==> src/rtl/overture_pkg.sv <==
// Shared types and default sizes for the program-counter / return-stack block.
// No logic here, so there is no latency.
// No flow control here; the sequencer's run input is its only stall.
package overture_pkg;

   localparam int OVERTURE_PC_WIDTH    = 8;
   localparam int OVERTURE_STACK_DEPTH = 4;

   typedef enum logic [1:0] {
      RUN    = 2'd0,
      HALTED = 2'd1,
      FAULT  = 2'd2
   } pc_state_t;

endpackage

==> src/rtl/overture_lifo.sv <==
// Return-address LIFO; top-of-stack is presented combinationally on pop_dat.
// Latency: push/pop take effect at the next clk edge; pop_dat reads 0 when empty.
// Backpressure: none; push when full and pop when empty are ignored, and the caller must check count.
module overture_lifo
   import overture_pkg::*;
#(
   parameter int WIDTH = OVERTURE_PC_WIDTH,
   parameter int DEPTH = OVERTURE_STACK_DEPTH
) (
   input  logic                         clk,
   input  logic                         reset,
   input  logic                         push,
   input  logic                         pop,
   input  logic [WIDTH-1:0]             push_dat,
   output logic [WIDTH-1:0]             pop_dat,
   output logic [$clog2(DEPTH+1)-1:0]   count
);

   localparam int CNT_W = $clog2(DEPTH+1);
   localparam int IDX_W = (DEPTH > 1) ? $clog2(DEPTH) : 1;

   logic [WIDTH-1:0] mem [DEPTH];
   logic [IDX_W-1:0] wr_idx;
   logic [IDX_W-1:0] top_idx;
   logic             full;
   logic             empty;

   assign full    = (count == CNT_W'(DEPTH));
   assign empty   = (count == '0);
   assign wr_idx  = IDX_W'(count);
   assign top_idx = IDX_W'(count - CNT_W'(1));
   // Entries above count are stale; mask the read so they never leak out.
   assign pop_dat = empty ? '0 : mem[top_idx];

   // Occupancy counter: the only state in the stack that needs a reset.
   always_ff @(posedge clk) begin
      if (reset) begin
         count <= '0;
      end else if (push && !full) begin
         count <= count + CNT_W'(1);
      end else if (pop && !empty) begin
         count <= count - CNT_W'(1);
      end
   end

   // Storage write; contents are meaningless until pushed, so no reset.
   always_ff @(posedge clk) begin
      if (push && !full) begin
         mem[wr_idx] <= push_dat;
      end
   end

endmodule

==> src/rtl/overture_pc_stack.sv <==
// Program counter with halt/jump/call/ret; the return stack exists only when OVERTURE_PC_STACK_EN is defined.
// Latency: pc, sp and state update one clk after the request; halted/fault decode the registered state.
// Backpressure: run=0 freezes everything; HALTED and FAULT are sticky until reset.
module overture_pc_stack
   import overture_pkg::*;
#(
   parameter int WIDTH = OVERTURE_PC_WIDTH,
   parameter int DEPTH = OVERTURE_STACK_DEPTH
) (
   input  logic                         clk,
   input  logic                         reset,
   input  logic                         run,
   input  logic                         jump_en,
   input  logic [WIDTH-1:0]             jump_addr,
   input  logic                         call_en,
   input  logic                         ret_en,
   input  logic                         halt,
   output logic [WIDTH-1:0]             pc,
   output logic [$clog2(DEPTH+1)-1:0]   sp,
   output logic                         halted,
   output logic                         fault
);

   pc_state_t        state;
   pc_state_t        state_nxt;
   logic [WIDTH-1:0] pc_nxt;
   logic [WIDTH-1:0] pc_inc;

   // Natural wrap at 2^WIDTH; also the return address a call pushes.
   assign pc_inc = pc + WIDTH'(1);

`ifdef OVERTURE_PC_STACK_EN
   logic             push;
   logic             pop;
   logic [WIDTH-1:0] top_dat;

   overture_lifo #(
      .WIDTH (WIDTH),
      .DEPTH (DEPTH)
   ) u_lifo (
      .clk      (clk),
      .reset    (reset),
      .push     (push),
      .pop      (pop),
      .push_dat (pc_inc),
      .pop_dat  (top_dat),
      .count    (sp)
   );

   assign fault = (state == FAULT);

   // Request arbitration: halt > ret > call > jump > increment; stack misuse traps to FAULT.
   always_comb begin
      state_nxt = state;
      pc_nxt    = pc;
      push      = 1'b0;
      pop       = 1'b0;
      if (state == RUN && run) begin
         if (halt) begin
            state_nxt = HALTED;
         end else if (ret_en) begin
            if (sp != '0) begin
               pc_nxt = top_dat;
               pop    = 1'b1;
            end else begin
               state_nxt = FAULT;
            end
         end else if (call_en) begin
            if (sp != ($clog2(DEPTH+1))'(DEPTH)) begin
               pc_nxt = jump_addr;
               push   = 1'b1;
            end else begin
               state_nxt = FAULT;
            end
         end else if (jump_en) begin
            pc_nxt = jump_addr;
         end else begin
            pc_nxt = pc_inc;
         end
      end
   end
`else
   // Without a stack, ret_en has no meaning and is deliberately dropped.
   logic unused_ret;
   assign unused_ret = ret_en;

   assign sp    = '0;
   assign fault = 1'b0;

   // Request arbitration: halt > call/jump (same slot) > increment.
   always_comb begin
      state_nxt = state;
      pc_nxt    = pc;
      if (state == RUN && run) begin
         if (halt) begin
            state_nxt = HALTED;
         end else if (call_en || jump_en) begin
            pc_nxt = jump_addr;
         end else begin
            pc_nxt = pc_inc;
         end
      end
   end
`endif

   // State and pc registers; reset overrides every other input.
   always_ff @(posedge clk) begin
      if (reset) begin
         state <= RUN;
         pc    <= '0;
      end else begin
         state <= state_nxt;
         pc    <= pc_nxt;
      end
   end

   assign halted = (state == HALTED);

endmodule

==> config.mk <==
export PLATFORM = sky130hd
export DESIGN_NAME = overture_pc_stack
export DESIGN_NICKNAME = d
export VERILOG_FILES = /design/src/rtl/overture_pkg.sv /design/src/rtl/overture_lifo.sv /design/src/rtl/overture_pc_stack.sv
export SDC_FILE = /design/constraint.sdc
export NUM_CORES = 1
export LEC_CHECK = 0
export CAP_MARGIN = 15
export CORE_MARGIN = 1.5
export CORE_UTILIZATION = 33
export CTS_CLUSTER_DIAMETER = 120
export DETAILED_ROUTE_END_ITERATION = 16
export GPL_ROUTABILITY_DRIVEN = 0
export PLACE_DENSITY = 0.72
export SYNTH_ARGS = -nofsm -noshare
export SYNTH_HDL_FRONTEND = slang
export SYNTH_SLANG_ARGS = --single-unit
==> constraint.sdc <==
create_clock -name clk -period 1.3 [get_ports clk]
set_input_delay 0.26 -clock clk [delete_from_list [all_inputs] [get_ports clk]]
set_output_delay 0.26 -clock clk [all_outputs]
set_load 0.005 [all_outputs]
==> flow_summary.toml <==
[drt]
drtPass1Iterations = 6
wl_mm = 2.431
wl_per_cell_um = 17.74
routed_via_density = 5.635
postRouteAntennaNets = 0
drc_errors = 0
vias = 772
drtIter0Drc = 37

[yosys]
yosys.area.top_type_share_pct = 34.04
yosysSeqAreaShare_pct = 34.04
synth_edf_count = 0
synthesis.area_um2 = 529.3
syn_avg_cell_area_um2 = 7.561
yosysTopAreaCell = "dfxtp_1"
synth_area_leaders = "dfxtp_1, a21oi_1, buf_4"
synthCells = 70
synth-main-ff-cell = "dfxtp_1"
synth_warnings = 0
synthMostInstantiatedCell = "a21oi_1"
async_flop_share_pct = 0
synth_seq_cells = 9
netlist_top_cells_count = "a21oi_1, dfxtp_1, nor2_1"
ys_types = 28

[sta]
fin_skew_ps = 8.607
min_period_ps = 1472
clock.fmax_ghz = 0.6795
tns_ps = -693.1
rsz0062_at_grt = "true"
final_max_slew_viol_count = 0
setup_violations = 8
fin_crit_sh_pct = 113.2
hold_viol_final = 0
layout_setup_ws_ps = -171.6

[die]
coreArea_um2 = 1506
rows = 14
initial_core_util_pct = 35.13
die_w_um = 43.05
die-area_um2 = 1853
ioPinCount = 28
dieHeight_um = 43.05

[layout]
num_antenna_cells = 0
fillers = 93
final_nets = 138
drive_gt1_share_pct = 51.24
area_delta_synth_final_pct = 116.5
multi_input_area_um2 = 456.7
regArea_um2 = 190.2
fin_cells = 137

[power_and_ir_drop]
p_seq_share_pct = 38.3
powerDensity_nw_per_um2 = 697.7
pwr-share-comb_pct = 33.2
p_leak_nw = 0.4957
internal-power_w = 0.0005620
clock_power_share_pct = 28.6
vdd_drop_max_uv = 487.2
p_switching_w = 0.0002377
p_sw_share_pct = 29.72

[setup_path]
crit_arrival_ps = 1680
crit_type = "flop to flop"
critPathMaxStageDelay_ps = 510
path_cells = "or3b_4 > or4_4 > a31oi_4"
crit_fanout = 4
cp.required_ps = 1510
crit_path_top_delay_cell = "or4_4"
worstSetupEndpointType = "flop"
cp-start-kind = "flop"

[cts]
cts_tree = "built"
clock_latency_ps = 270
clockBufferDepth = 2
root_buffer = "clkbuf_4"
h-tree-depth = 1
cts.clk_slew.worst_paths_ps = 70
cts_buffers = 3
postCtsHoldBufs = 0
numClockSinks = 9

[global_routing]
grt_max_degree = 8
antenna_found_initial = 0
grt_usage_pct = 21.24
grt_remaining_overflow = 0
grt_pass1_wl_mm = 2.953
grt_pass1_vias = 724

[place]
dpl.cell_count = 127
dp_hpwl_mm = 1.297
portBuffers = 22

[run]
maxCapViolCount = 0

[run_status]
status = "complete, but fails checks"
violations = "negative setup slack"

[hold_path]
worst_hold_path_type = "primary input to flop"
-- worst paths after layout --
kind | from | endpoint | slack, ps | cells past startpoint
worst max-delay path | state[0] | pc[7] | -170 | 3
worst min-delay path | run | state[0] | 410 | 3
worst max register to register | state[0] | pc[7] | -170 | 3
worst min register to register | pc[5] | pc[5] | 550 | 1
-- state kept, by name, indices dropped and copies added, names as in the netlist --
signal and count:
state 1, pc 8
-- per-stage QoR --
step	setup slack, ps	hold WS, ps	instance area, um2	total power, W	util [%]
global placement	-492.1	492.6	920.9	0.0005080	61.13
global route	-225.5	444.4	1146	0.0008295	76.08
CTS	-172.6	402.8	994.7	0.0007434	66.03
detailed placement	-504.6	499.9	920.9	0.0005119	61.13
floorplan	-43.25	398.7	553.0	0.0003858	-
finish	-171.6	408.8	1146	0.0007997	76.08
-- repair_timing --
action                                  in CTS  in global routing
cloned                                       0                  0
resized for setup                           20                 27
pin swaps                                    7                 12
endpoints found under the setup margin      17                  9
setup buffers                                4                  2
-- final cells by class --
class,count,share of cell area (%)
well taps,16,1.747
repair buffers,51,39.19
clock buffers,4,2.293
inverters,1,0.3275
multi-input cells,56,39.85
flip-flops and latches,9,16.59
-- power groups by stage --
stage | combinational [W] | clock, W | sequential, W
detailed placement | 0.000202 | 0 | 0.000309
global route | 0.000279 | 0.000244 | 0.000307
floorplan | 0.0000700 | 0 | 0.000316
CTS | 0.000210 | 0.000230 | 0.000303
global placement | 0.000199 | 0 | 0.000309
finish | 0.000265 | 0.000229 | 0.000306
-- worst max-delay path: cells and delay by family (launching register included) --
kind / cells / cell delay (ps)
DFF: 1 / 320
AOI/OAI and AO/OA: 1 / 170
and+or+nand+nor: 2 / 910
-- per-layer routing --
| layer | wire length, um | GRT usage [%] | vias to the layer above | part of all wire, % |
|---|---|---|---|---|
| li1 | - | - | 354 | - |
| met1 | 1029 | 22.88 | 369 | 42 |
| met2 | 1249 | 38.18 | 45 | 51 |
| met3 | 125 | 7.660 | 4 | 5.1 |
| met4 | 26 | 6.667 | 0 | 1.1 |
| met5 | 0 | 0 | - | 0 |
-- kinds of logic after synthesis --
group	Yosys count	synth area share (%)
other cells	1	0.7085
buf+inv	8	8.510
compound gates	20	23.88
simple gates	31	30.50
flops	9	34.04
fa+ha+maj	1	2.364
-- cell usage in the layout, fill, tap and decap left out, types with 2 or more instances in the layout --
| cell type | instances |
|---|---|
| buf_4 | 25 |
| clkdlybuf4s50_1 | 10 |
| dlygate4sd2_1 | 10 |
| dfxtp_2 | 8 |
| nand2_1 | 6 |
| nor2_1 | 6 |
| a21oi_1 | 6 |
| a21oi_2 | 4 |
| conb_1 | 4 |
| nand3_1 | 3 |
| clkbuf_4 | 3 |
| buf_6 | 3 |
| nand3_2 | 2 |
| o21ai_1 | 2 |
| nor3_2 | 2 |
| dlymetal6s2s_1 | 2 |
Power figures use the tool's default switching activity.
